## config.mk

```make
export PLATFORM = sky130hd
export DESIGN_NAME = fetcher_icache
export DESIGN_NICKNAME = d
export VERILOG_FILES = /design/src/rtl/fetcher_icache.sv
export SDC_FILE = /design/constraint.sdc
export NUM_CORES = 1
export LEC_CHECK = 0
export CAP_MARGIN = 15
export CORE_ASPECT_RATIO = 1.4
export CORE_MARGIN = 2
export CORE_UTILIZATION = 56
export CTS_CLUSTER_DIAMETER = 120
export CTS_CLUSTER_SIZE = 10
export DETAILED_ROUTE_END_ITERATION = 7
export GPL_TIMING_DRIVEN = 1
export PLACE_DENSITY_LB_ADDON = 0.08
export RECOVER_POWER = 50
export SLEW_MARGIN = 20
export SYNTH_ARGS = -nofsm -noshare
export SYNTH_HDL_FRONTEND = slang
export SYNTH_SLANG_ARGS = --single-unit
```

## constraint.sdc

```tcl
create_clock -name clk -period 3.8 [get_ports clk]
set_input_delay 1.14 -clock clk [delete_from_list [all_inputs] [get_ports clk]]
set_output_delay 1.14 -clock clk [all_outputs]
set_load 0.02 [all_outputs]
```

## src/rtl/fetcher_icache.sv

```systemverilog
// Instruction fetch stage with a small direct-mapped instruction cache in front of program memory.
// A hit completes in one cycle; a miss issues a valid/ready read and fills the line on return.
package gpu_pkg;
  typedef enum logic [2:0] {
    IDLE    = 3'd0,
    FETCH   = 3'd1,
    DECODE  = 3'd2,
    REQUEST = 3'd3,
    WAIT    = 3'd4,
    EXECUTE = 3'd5,
    UPDATE  = 3'd6,
    DONE    = 3'd7
  } core_state_t;
endpackage

module fetcher_icache
  import gpu_pkg::*;
#(
  parameter int ADDR_WIDTH  = 8,
  parameter int INSTR_WIDTH = 16,
  parameter int CACHE_LINES = 4,
  parameter int CACHE_EN    = 1
) (
  input  logic                   clk,
  input  logic                   rst_n,
  input  core_state_t            core_state,
  input  logic [ADDR_WIDTH-1:0]  current_pc,
  input  logic                   flush,
  output logic                   mem_read_valid,
  output logic [ADDR_WIDTH-1:0]  mem_read_address,
  input  logic                   mem_read_ready,
  input  logic [INSTR_WIDTH-1:0] mem_read_data,
  output logic [2:0]             fetcher_state,
  output logic [INSTR_WIDTH-1:0] instruction
);

  localparam int IDX_W = $clog2(CACHE_LINES);
  localparam int TAG_W = ADDR_WIDTH - IDX_W;

  typedef enum logic [2:0] {
    ST_IDLE     = 3'd0,
    ST_FETCHING = 3'd1,
    ST_DONE     = 3'd3
  } fetch_state_e;

  fetch_state_e           state_q, state_d;
  logic                   mem_valid_q, mem_valid_d;
  logic [ADDR_WIDTH-1:0]  mem_addr_q, mem_addr_d;
  logic [INSTR_WIDTH-1:0] instr_q, instr_d;
  logic [CACHE_LINES-1:0] line_valid_q, line_valid_d;

  logic [TAG_W-1:0]       tag_mem  [CACHE_LINES];
  logic [INSTR_WIDTH-1:0] data_mem [CACHE_LINES];

  logic [IDX_W-1:0] lookup_idx, fill_idx;
  logic [TAG_W-1:0] lookup_tag, fill_tag;
  logic             hit;
  logic             fill_en;

  assign lookup_idx = current_pc[IDX_W-1:0];
  assign lookup_tag = current_pc[ADDR_WIDTH-1:IDX_W];
  // The fill targets the address actually requested, which is held in mem_addr_q.
  assign fill_idx   = mem_addr_q[IDX_W-1:0];
  assign fill_tag   = mem_addr_q[ADDR_WIDTH-1:IDX_W];

  // Lookup uses pre-edge valid bits, so a flush in the same cycle does not cancel a hit.
  assign hit = (CACHE_EN != 0) && line_valid_q[lookup_idx]
               && (tag_mem[lookup_idx] == lookup_tag);

  always_comb begin
    // NOTE: every signal gets a default first so no path leaves it unassigned (no latches).
    state_d     = state_q;
    mem_valid_d = mem_valid_q;
    mem_addr_d  = mem_addr_q;
    instr_d     = instr_q;
    fill_en     = 1'b0;

    case (state_q)
      ST_IDLE: begin
        if (core_state == FETCH) begin
          if (hit) begin
            instr_d = data_mem[lookup_idx];
            state_d = ST_DONE;
          end else begin
            mem_valid_d = 1'b1;
            mem_addr_d  = current_pc;
            state_d     = ST_FETCHING;
          end
        end
      end
      ST_FETCHING: begin
        if (mem_read_ready) begin
          instr_d     = mem_read_data;
          mem_valid_d = 1'b0;
          state_d     = ST_DONE;
          fill_en     = (CACHE_EN != 0);
        end
      end
      ST_DONE: begin
        if (core_state != FETCH) state_d = ST_IDLE;
      end
      default: begin
        state_d     = ST_IDLE;
        mem_valid_d = 1'b0;
      end
    endcase

    line_valid_d = line_valid_q;
    if (fill_en) line_valid_d[fill_idx] = 1'b1;
    if (flush)   line_valid_d = '0;
  end

  // NOTE: sequential state uses non-blocking assignments so all flops update together.
  always_ff @(posedge clk or negedge rst_n) begin
    if (!rst_n) begin
      state_q      <= ST_IDLE;
      mem_valid_q  <= 1'b0;
      mem_addr_q   <= '0;
      instr_q      <= '0;
      line_valid_q <= '0;
    end else begin
      state_q      <= state_d;
      mem_valid_q  <= mem_valid_d;
      mem_addr_q   <= mem_addr_d;
      instr_q      <= instr_d;
      line_valid_q <= line_valid_d;
    end
  end

  // NOTE: tag/data storage is not reset; the valid bits alone make stale contents unreachable.
  always_ff @(posedge clk) begin
    if (fill_en) begin
      tag_mem[fill_idx]  <= fill_tag;
      data_mem[fill_idx] <= mem_read_data;
    end
  end

  assign mem_read_valid   = mem_valid_q;
  assign mem_read_address = mem_addr_q;
  assign fetcher_state    = state_q;
  assign instruction      = instr_q;

endmodule

```

Word level (Yosys, flattened, before mapping) --
Memory sizes are Yosys's and may differ from the RTL's. Index checks and enable logic that the tools add are counted.
Operators by class: multiply operators 0, muxes and demuxes 23, shift-type cells 0, div/mod/pow operators 0, magnitude comparators 3, eq/ne operators 10, reduce and logical (&&, ||, !) cells 9, add/sub/neg operators 0, bitwise gates (word level) 3
Operators by type and width (count):
- $mux 16 | 3
- $pmux 16 s2 | 1
- $ne 2x2->1 const B | 5
- $mux 1 | 9
- $mux 3 | 3
- $pmux 3 s3 | 1
- $mux 4 | 2
- $reduce_and 4->1 | 2
- $eq 3x1->1 const B | 2
- $eq 6x6->1 | 1
- $lt 2x3->1 const B | 2
- $reduce_and 3->1 | 2
- $or 4x4->4 | 1
- $reduce_bool 2->1 | 2
- $eq 3x2->1 const B | 1
- $logic_not 3->1 | 1
- $ne 3x1->1 const B | 1
- $pmux 1 s3 | 1
- $bmux 1 s2 | 1
- $demux 1 s2 | 1
- $ge 2x1->1 const B | 1
- $logic_and 1x1->1 | 2
- $mux 2 | 1
- $not 1->1 | 2
Storage, ports and cells: flip-flop bits (word level) 32, ROM bits 0, RAM bits 88, memories kept 2, latch bits 0
Memory list:
- data_mem | depth 4, width 16, read ports 1, clocked after memory_dff 0, write ports 1, RTL line 53 | logic [INSTR_WIDTH-1:0] data_mem [CACHE_LINES];
- tag_mem | depth 4, width 6, read ports 1, clocked after memory_dff 0, write ports 1, RTL line 52 | logic [TAG_W-1:0] tag_mem [CACHE_LINES];

Depth between registers and ports, before layout --
Gate-level depths: netlist of run 1.
word-level depth 7, depth in mapped cells 9

Least setup slack after synthesis of run 1 --
No wires, ideal clock.
path type input to register, start point input port mem_read_ready, end point memory data_mem[1][0] (enable), setup slack 288 ps, arrival time 3076 ps, stages 2, buffers on the path 0, required time 3364 ps, library setup time 436 ps, cell sequence nand2_1 > nor3b_1
On the way: longest elaborated chain between the ends 4
RTL lines:
- start: declaration | RTL line 31 | input logic mem_read_ready,
- $mux 1 | RTL line 92 | if (mem_read_ready) begin
- $mux 1 | RTL line 78 | case (state_q)
- $mux 1 | RTL line 132 | if (fill_en) begin
- $mux 1 (not written as such) | RTL line 134 | data_mem[fill_idx] <= mem_read_data;
- end: declaration | RTL line 53
No other way between the ends.

Worst setup path in the final report of run 1 --
start point input port current_pc[0], end point register instr_q[11], in the netlist instruction[11]
On the way: longest elaborated chain between the ends 5, elaborated cells between the ends (all ways) 11, classes of those cells eq/ne: 2; mux: 5; reduce/logical: 2; memory: 2
RTL lines:
- start: declaration | RTL line 27 | input logic [ADDR_WIDTH-1:0] current_pc,
- $mem_v2 4x6 or $bmux 1 s2 (tied branches)
- $eq 6x6->1 or $mux 1 (tied branches) | RTL line 68, 67
- $logic_and 1x1->1 | RTL line 68 | && (tag_mem[lookup_idx] == lookup_tag);
- $ne 2x2->1 (no source line)
- $reduce_and 4->1 (no source line)
- end signal: assignment | RTL line 125 | instr_q <= instr_d;
- end: declaration | RTL line 49 | logic [INSTR_WIDTH-1:0] instr_q, instr_d;
Several ways; a longest one is shown, not always the timed one. The select of a mux whose other input is x is not followed. A chain may end at the register's enable or synchronous reset.

==> impl_metrics.env, run 1 <==
export IMPL_status="finished with violations"
export IMPL_grt_usage_pct=23.04
export IMPL_crit_path_start="current_pc[0]"
export IMPL_max_cap_violations=1
export IMPL_rsz0062_at_grt="no"
export IMPL_fin_crit_ns=3.267
export IMPL_die_x_um=85.02
export IMPL_hold_slack_ns=0.5017
export IMPL_cts_buffers=17
export IMPL_seq_area_frac_synth_pct=66.42
export IMPL_syn_nets=366
export IMPL_vias=3158
export IMPL_area_delta_synth_final_pct=26.72
export IMPL_synth_top_area_share_pct=51.35
export IMPL_period_share_pct=85.97
export IMPL_fin_setup_tns_ns=0
export IMPL_numClockSinks=119
export IMPL_dp_cells=498
export IMPL_post_route_drc_count=0
export IMPL_report_final_slew_viol_count=32
export IMPL_fin_cells=530
export IMPL_p_int_mw=3.297
export IMPL_crit_path_end_kind="register"
export IMPL_place_area_mm2=0.005931
export IMPL_p_leak_nw=2.321
export IMPL_violations="max-capacitance violations, max-slew violations"
export IMPL_maxSlewHeadroom_pct=-20.89
export IMPL_insertion_delay_ns=0.40
export IMPL_report_final_setup_viol=0
export IMPL_hp_class="register to register"
export IMPL_cts_root_buf="clkbuf_16"
export IMPL_dp_hpwl_mm=6.558
export IMPL_combPwrFrac_pct=24.8
export IMPL_min_from="line_valid_q[2]"
export IMPL_start_kind="input pin"
export IMPL_synth_seq_cells=119
export IMPL_worst_slew_pin_transition_ns=1.813
export IMPL_grt_pass1_wl_mm=17.31
export IMPL_hold_buffers=0
export IMPL_r2r_start="fetcher_state[0]"
export IMPL_drtPass1Iterations=4
export IMPL_r2r_slack_ns=0.62
export IMPL_top_layer="met4"
export IMPL_grt_pass1_vias=3350
export IMPL_vias_per_cell=5.958
export IMPL_initial_core_util_pct=57.32
export IMPL_switching_share_pct=28.22
export IMPL_wl_met1_mm=4.333
export IMPL_mostFrequentLayoutCell="edfxtp_1"
export IMPL_worstSetupPathType="input pin to register"
export IMPL_p_sw_mw=1.296
export IMPL_crit_arrival_ns=3.60
export IMPL_p_seq_share_pct=39.9
export IMPL_nFillCells=578
export IMPL_vdd_ir_drop_max_mv=0.5414
export IMPL_diodes=0
export IMPL_timing_fmax_mhz=306.1
export IMPL_final_nets=441
export IMPL_avgSynthCellArea_um2=15.36
export IMPL_fp_dieH_um=117.4
export IMPL_antenna_found_initial=0
export IMPL_io_buffers=57
export IMPL_wirelength_mm=10.64
export IMPL_met3_length_um=457
export IMPL_slowest_delay_ns=0.63
export IMPL_grt_max_degree=34
export IMPL_drt_iter0_drc=204
export IMPL_clk_pin_slew_ns=0.05
export IMPL_synth_top_area_cell="edfxtp_1"
export IMPL_cts_resized=0
export IMPL_crit_buf_inv=2
export IMPL_cts_tree="yes"
export IMPL_rows=41
export IMPL_yosysWarnings=0
export IMPL_layout_common_cells="88 x edfxtp_1, 39 x clkdlybuf4s50_1, 31 x dfrtp_1, 24 x nand2_1, 24 x nor2_1"
export IMPL_die_area_mm2=0.009983
export IMPL_route_met2_wl_mm=5.710
export IMPL_fin_area_mm2=0.006521
export IMPL_path_max_fanout=17
export IMPL_p_clk_share_pct=35.3
export IMPL_synthesis_area_mm2=0.005146
export IMPL_cp_cell_sequence="clkdlybuf4s50_1, mux4_2, xnor2_1, nand2_1, buf_4, or4_1, nand3_1"
export IMPL_wl_per_cell_um=20.07
export IMPL_fin_util_pct=72.64
export IMPL_post_cts_buffers=0
export IMPL_finalHoldViolCount=0
export IMPL_netlist_instances=335
export IMPL_num_io_pins=59
export IMPL_postRouteAntennaNets=0
export IMPL_clk_path_buf_depth=2
export IMPL_skew_ns=0.007607
export IMPL_cp_top_family="buffers and inverters"
export IMPL_routabilityCongestion=0.7355
export IMPL_gr_total_overflow=0
export IMPL_slowest_stage="clkdlybuf4s50_1"
export IMPL_layout_drive_gt1_share_pct=18.91
export IMPL_synth_distinct_cells=34
export IMPL_netlist_top_cells_area="edfxtp_1 51%, dfrtp_1 15%, mux4_2 8.3%"
export IMPL_coreArea_mm2=0.008977
export IMPL_h_tree_depth=4
export IMPL_powerDensity_mw_per_mm2=704.3
export IMPL_worst_ep_required_time_ns=4.13
==> final cells by class <==
type	count	area, um2	area share [%]
Tap cell	107	133.9	2.053
Clock inverter	10	151.4	2.322
Timing Repair Buffer	77	725.7	11.13
Multi-Input combinational cell	195	1638	25.12
Sequential cell	119	3418	52.42
Clock buffer	22	454.2	6.965
==> flip-flops by register name (all words and copies together), names as in the netlist <==
register and count:
data_mem 64, fetcher_state 2, instruction 16, line_valid_q 4
mem_read_address 8, mem_read_valid 1, tag_mem 24
==> final timing paths <==
check / cells past startpoint / to
max in group asynchronous: 2 / mem_read_address[3]
min: 2 / line_valid_q[2]
min reg2reg: 2 / line_valid_q[2]
min in group asynchronous: 2 / instruction[0]
max: 7 / instruction[11]
max reg2reg: 4 / data_mem[3][1]
==> cells by family (layout without fill, tap and decap cells) <==
| kind of cell | Yosys count | count (layout) | synth area share [%] |
|---|---|---|---|
| buffers and inverters | 21 | 109 | 1.945 |
| muxes | 51 | 51 | 14.76 |
| other | 1 | 1 | 0.07287 |
| and+or+nand+nor | 107 | 107 | 10.70 |
| AOI/OAI and AO/OA | 27 | 27 | 4.571 |
| xor gates and xnor gates | 9 | 9 | 1.532 |
| DFF | 119 | 119 | 66.42 |
==> routing by layer <==
metal  global-route usage (%)  up-vias
li1                         -     1459
met1                    30.04     1604
met2                    37.50       85
met3                    6.263       10
met4                    7.540        0
met5                        0        -
==> cell usage after synthesis <==
cell	count
a21o_1	1
a21oi_1	1
a221oi_1	16
a22o_1	1
and2_1	1
and3_1	1
and4_1	1
buf_1	2
buf_2	8
buf_4	1
buf_6	1
clkbuf_1	9
conb_1	1
dfrtp_1	31
edfxtp_1	88
mux2_2	9
mux2i_1	23
mux4_2	19
nand2_1	24
nand2b_1	1
nand3_1	16
nor2_1	24
nor2b_1	18
nor3_1	3
nor3b_1	2
o211ai_2	1
o21ai_0	2
o21ai_2	1
o21ba_2	2
o22ai_1	1
o32ai_2	1
or4_1	16
xnor2_1	7
xor2_1	2
==> tightest hold or removal path, delay by kind of cell, from the launching register on <==
kind	cells	cell delay (ns)
AND/OR/NAND/NOR	2	0.13
flip-flops	1	0.34
==> power by group through the flow <==
stage          clock (mW)  combinational [mW]  sequential (mW)
6_report             1.62                1.14             1.83
5_1_grt              1.71                1.24             1.86
4_1_cts              1.64                1.15             1.83
3_5_place_dp            0                1.15             1.85
3_3_place_gp            0                1.12             1.84
2_1_floorplan           0               0.617             1.91
==> per-stage QoR <==
stage,worst slack [ns],power (mW)
after detailed placement,0.1229,2.998
after floorplan,0.2879,2.530
final,0.5331,4.593
after CTS,0.5281,4.629
after global placement,0.1619,2.955
after global routing,0.3674,4.812
Note: power is estimated with default switching activity, not from simulation.
==> inputs of run 2 (changes only) <==
--- a/config.mk
+++ b/config.mk
@@ -7,7 +7,6 @@
 export LEC_CHECK = 0
 export CAP_MARGIN = 15
 export CORE_ASPECT_RATIO = 1.4
-export CORE_MARGIN = 2
 export CORE_UTILIZATION = 56
 export CTS_CLUSTER_DIAMETER = 120
 export CTS_CLUSTER_SIZE = 10
==> run 2 against run 1 <==
Against the previous run:
- the run still ends with max-capacitance violations, max-slew violations left
- clock skew rose by 0.0039 ns
- non-clock buffer count fell by 4
- via count fell by 0.22%
- register-to-register slack improved by 0.03 ns
- core utilization fell by 1.5 points
- sequential share of layout area rose by 1.1 points
- cell count fell by 0.75%
- first-iteration DRC count fell by 11%
- flip-flop and latch count did not move
- clock power fell by 15%
==> impl_metrics.env, run 2 (same netlist as run 1, synthesis figures left out) <==
export IMPL_worst_ep_required_time_ns=4.14
export IMPL_post_route_drc_count=0
export IMPL_timing_fmax_mhz=312.9
export IMPL_r2r_start="fetcher_state[0]"
export IMPL_max_cap_violations=1
export IMPL_initial_core_util_pct=57.32
export IMPL_min_from="line_valid_q[1]"
export IMPL_clk_pin_slew_ns=0.05
export IMPL_cts_root_buf="clkbuf_16"
export IMPL_cp_cell_sequence="clkdlybuf4s50_1, mux4_2, xnor2_1, nand2_1, buf_4, or4_1, nand3_1"
export IMPL_layout_drive_gt1_share_pct=17.42
export IMPL_p_leak_nw=2.247
export IMPL_r2r_slack_ns=0.65
export IMPL_gr_total_overflow=0
export IMPL_vias_per_cell=5.990
export IMPL_postRouteAntennaNets=0
export IMPL_skew_ns=0.01155
export IMPL_drtPass1Iterations=4
export IMPL_whs_endpoint="line_valid_q[1]"
export IMPL_antenna_found_initial=0
export IMPL_numClockSinks=119
export IMPL_coreArea_mm2=0.008977
export IMPL_start_kind="input pin"
export IMPL_slowest_delay_ns=0.63
export IMPL_vdd_ir_drop_max_mv=0.5306
export IMPL_post_cts_buffers=0
export IMPL_reg2regPathDepth=4
export IMPL_powerDensity_mw_per_mm2=675.2
export IMPL_period_share_pct=84.11
export IMPL_min_path_cells=1
export IMPL_cts_tree="yes"
export IMPL_reg2reg_to="data_mem[3][7]"
export IMPL_hp_class="register to register"
export IMPL_clk_path_buf_depth=2
export IMPL_slowest_stage="clkdlybuf4s50_1"
export IMPL_hold_buffers=0
export IMPL_nFillCells=598
export IMPL_cts_buffers=17
export IMPL_vias=3151
export IMPL_dp_cells=494
export IMPL_insertion_delay_ns=0.41
export IMPL_io_buffers=57
export IMPL_layout_common_cells="88 x edfxtp_1, 39 x clkdlybuf4s50_1, 31 x dfrtp_1, 24 x nand2_1, 24 x nor2_1"
export IMPL_fp_dieH_um=115.4
export IMPL_num_io_pins=59
export IMPL_grt_pass1_wl_mm=15.96
export IMPL_grt_pass1_vias=3161
export IMPL_fin_setup_tns_ns=0
export IMPL_multi_input_area_mm2=0.001643
export IMPL_dp_hpwl_mm=6.175
export IMPL_regMostFlops="data_mem"
export IMPL_status="finished with violations"
export IMPL_die_x_um=83.02
export IMPL_routabilityCongestion=0.7052
export IMPL_grt_usage_pct=22.76
export IMPL_area_delta_synth_final_pct=24.12
export IMPL_wl_per_cell_um=18.80
export IMPL_finalHoldViolCount=0
export IMPL_cts_resized=0
export IMPL_worst_slew_pin_transition_ns=1.886
export IMPL_mostFrequentLayoutCell="edfxtp_1"
export IMPL_grt_max_degree=34
export IMPL_largest_register_ffs=64
export IMPL_fin_crit_ns=3.196
export IMPL_seqCellArea_mm2=0.003418
export IMPL_wirelength_mm=9.891
export IMPL_die_area_mm2=0.009583
export IMPL_rsz0062_at_grt="no"
export IMPL_crit_arrival_ns=3.54
export IMPL_drt_iter0_drc=182
export IMPL_report_final_setup_viol=0
export IMPL_maxSlewHeadroom_pct=-25.76
export IMPL_final_nets=437
export IMPL_path_max_fanout=33
export IMPL_crit_path_end_kind="register"
export IMPL_violations="max-capacitance violations, max-slew violations"
export IMPL_rows=41
export IMPL_report_final_slew_viol_count=32
export IMPL_h_tree_depth=4
export IMPL_worstSetupPathType="input pin to register"
export IMPL_diodes=0
export IMPL_fin_cells=526
## run 2: cell count changes in the layout (fill, tap and decap cells not counted)
cell	previous run	this run
nor3_1	3	2
clkinv_2	4	3
buf_12	1	0
clkbuf_8	1	2
bufinv_16	4	0
nor3_2	0	1
clkbuf_1	6	10
buf_4	17	14
## run 2: critical path, delay by kind of cell
family,cells,cell delay (ns)
muxes,1,0.55
xor gates and xnor gates,1,0.17
and+or+nand+nor,3,0.77
buffers and inverters,2,0.89
## run 2: layout make-up
cell class | count | area share [%]
Sequential cell | 119 | 53.52
Clock buffer | 27 | 7.561
Multi-Input combinational cell | 195 | 25.72
Tap cell | 107 | 2.096
Timing Repair Buffer | 73 | 10.70
Clock inverter | 5 | 0.4114
## run 2: power breakdown
part | switching, mW | internal [mW]
Combinational | 0.599 | 0.520
Clock | 0.509 | 0.859
Sequential | 0.167 | 1.66
Total | 1.27 | 3.04
## run 2: stage by stage
stage          utilization (%)  setup WS, ns  hold slack [ns]  power (mW)  area, um2
2_1_floorplan                -        0.2879           0.4655       2.530       5146
3_3_place_gp             65.59        0.1896           0.4849       2.932       5888
3_5_place_dp             65.59        0.1476           0.4979       2.974       5888
4_1_cts                  71.26        0.5737           0.5094       4.353       6397
5_1_grt                  71.15        0.4666           0.5181       4.511       6387
6_report                 71.15        0.6040           0.5016       4.313       6387
## run 2: layer usage
layer  part of all wire (%)  wire length (um)  global-route usage [%]
met4                    1.5               146                   11.84
met5                      0                 0                       0
met2                     51              5078                   37.76
met1                     42              4135                   27.79
met3                    5.4               530                   5.983
## run 2: worst max path at each step
stage / startpoint / endpoint / slack [ns] / depth (start not counted)
after floorplan: mem_read_ready / data_mem[1][0] / 0.29 / 2
after global placement: current_pc[0] / mem_read_address[5] / 0.19 / 7
after detailed placement: current_pc[0] / mem_read_address[3] / 0.15 / 7
after CTS: current_pc[0] / mem_read_address[3] / 0.57 / 7
after global routing: current_pc[1] / mem_read_address[4] / 0.47 / 9
final: current_pc[0] / instruction[7] / 0.60 / 7
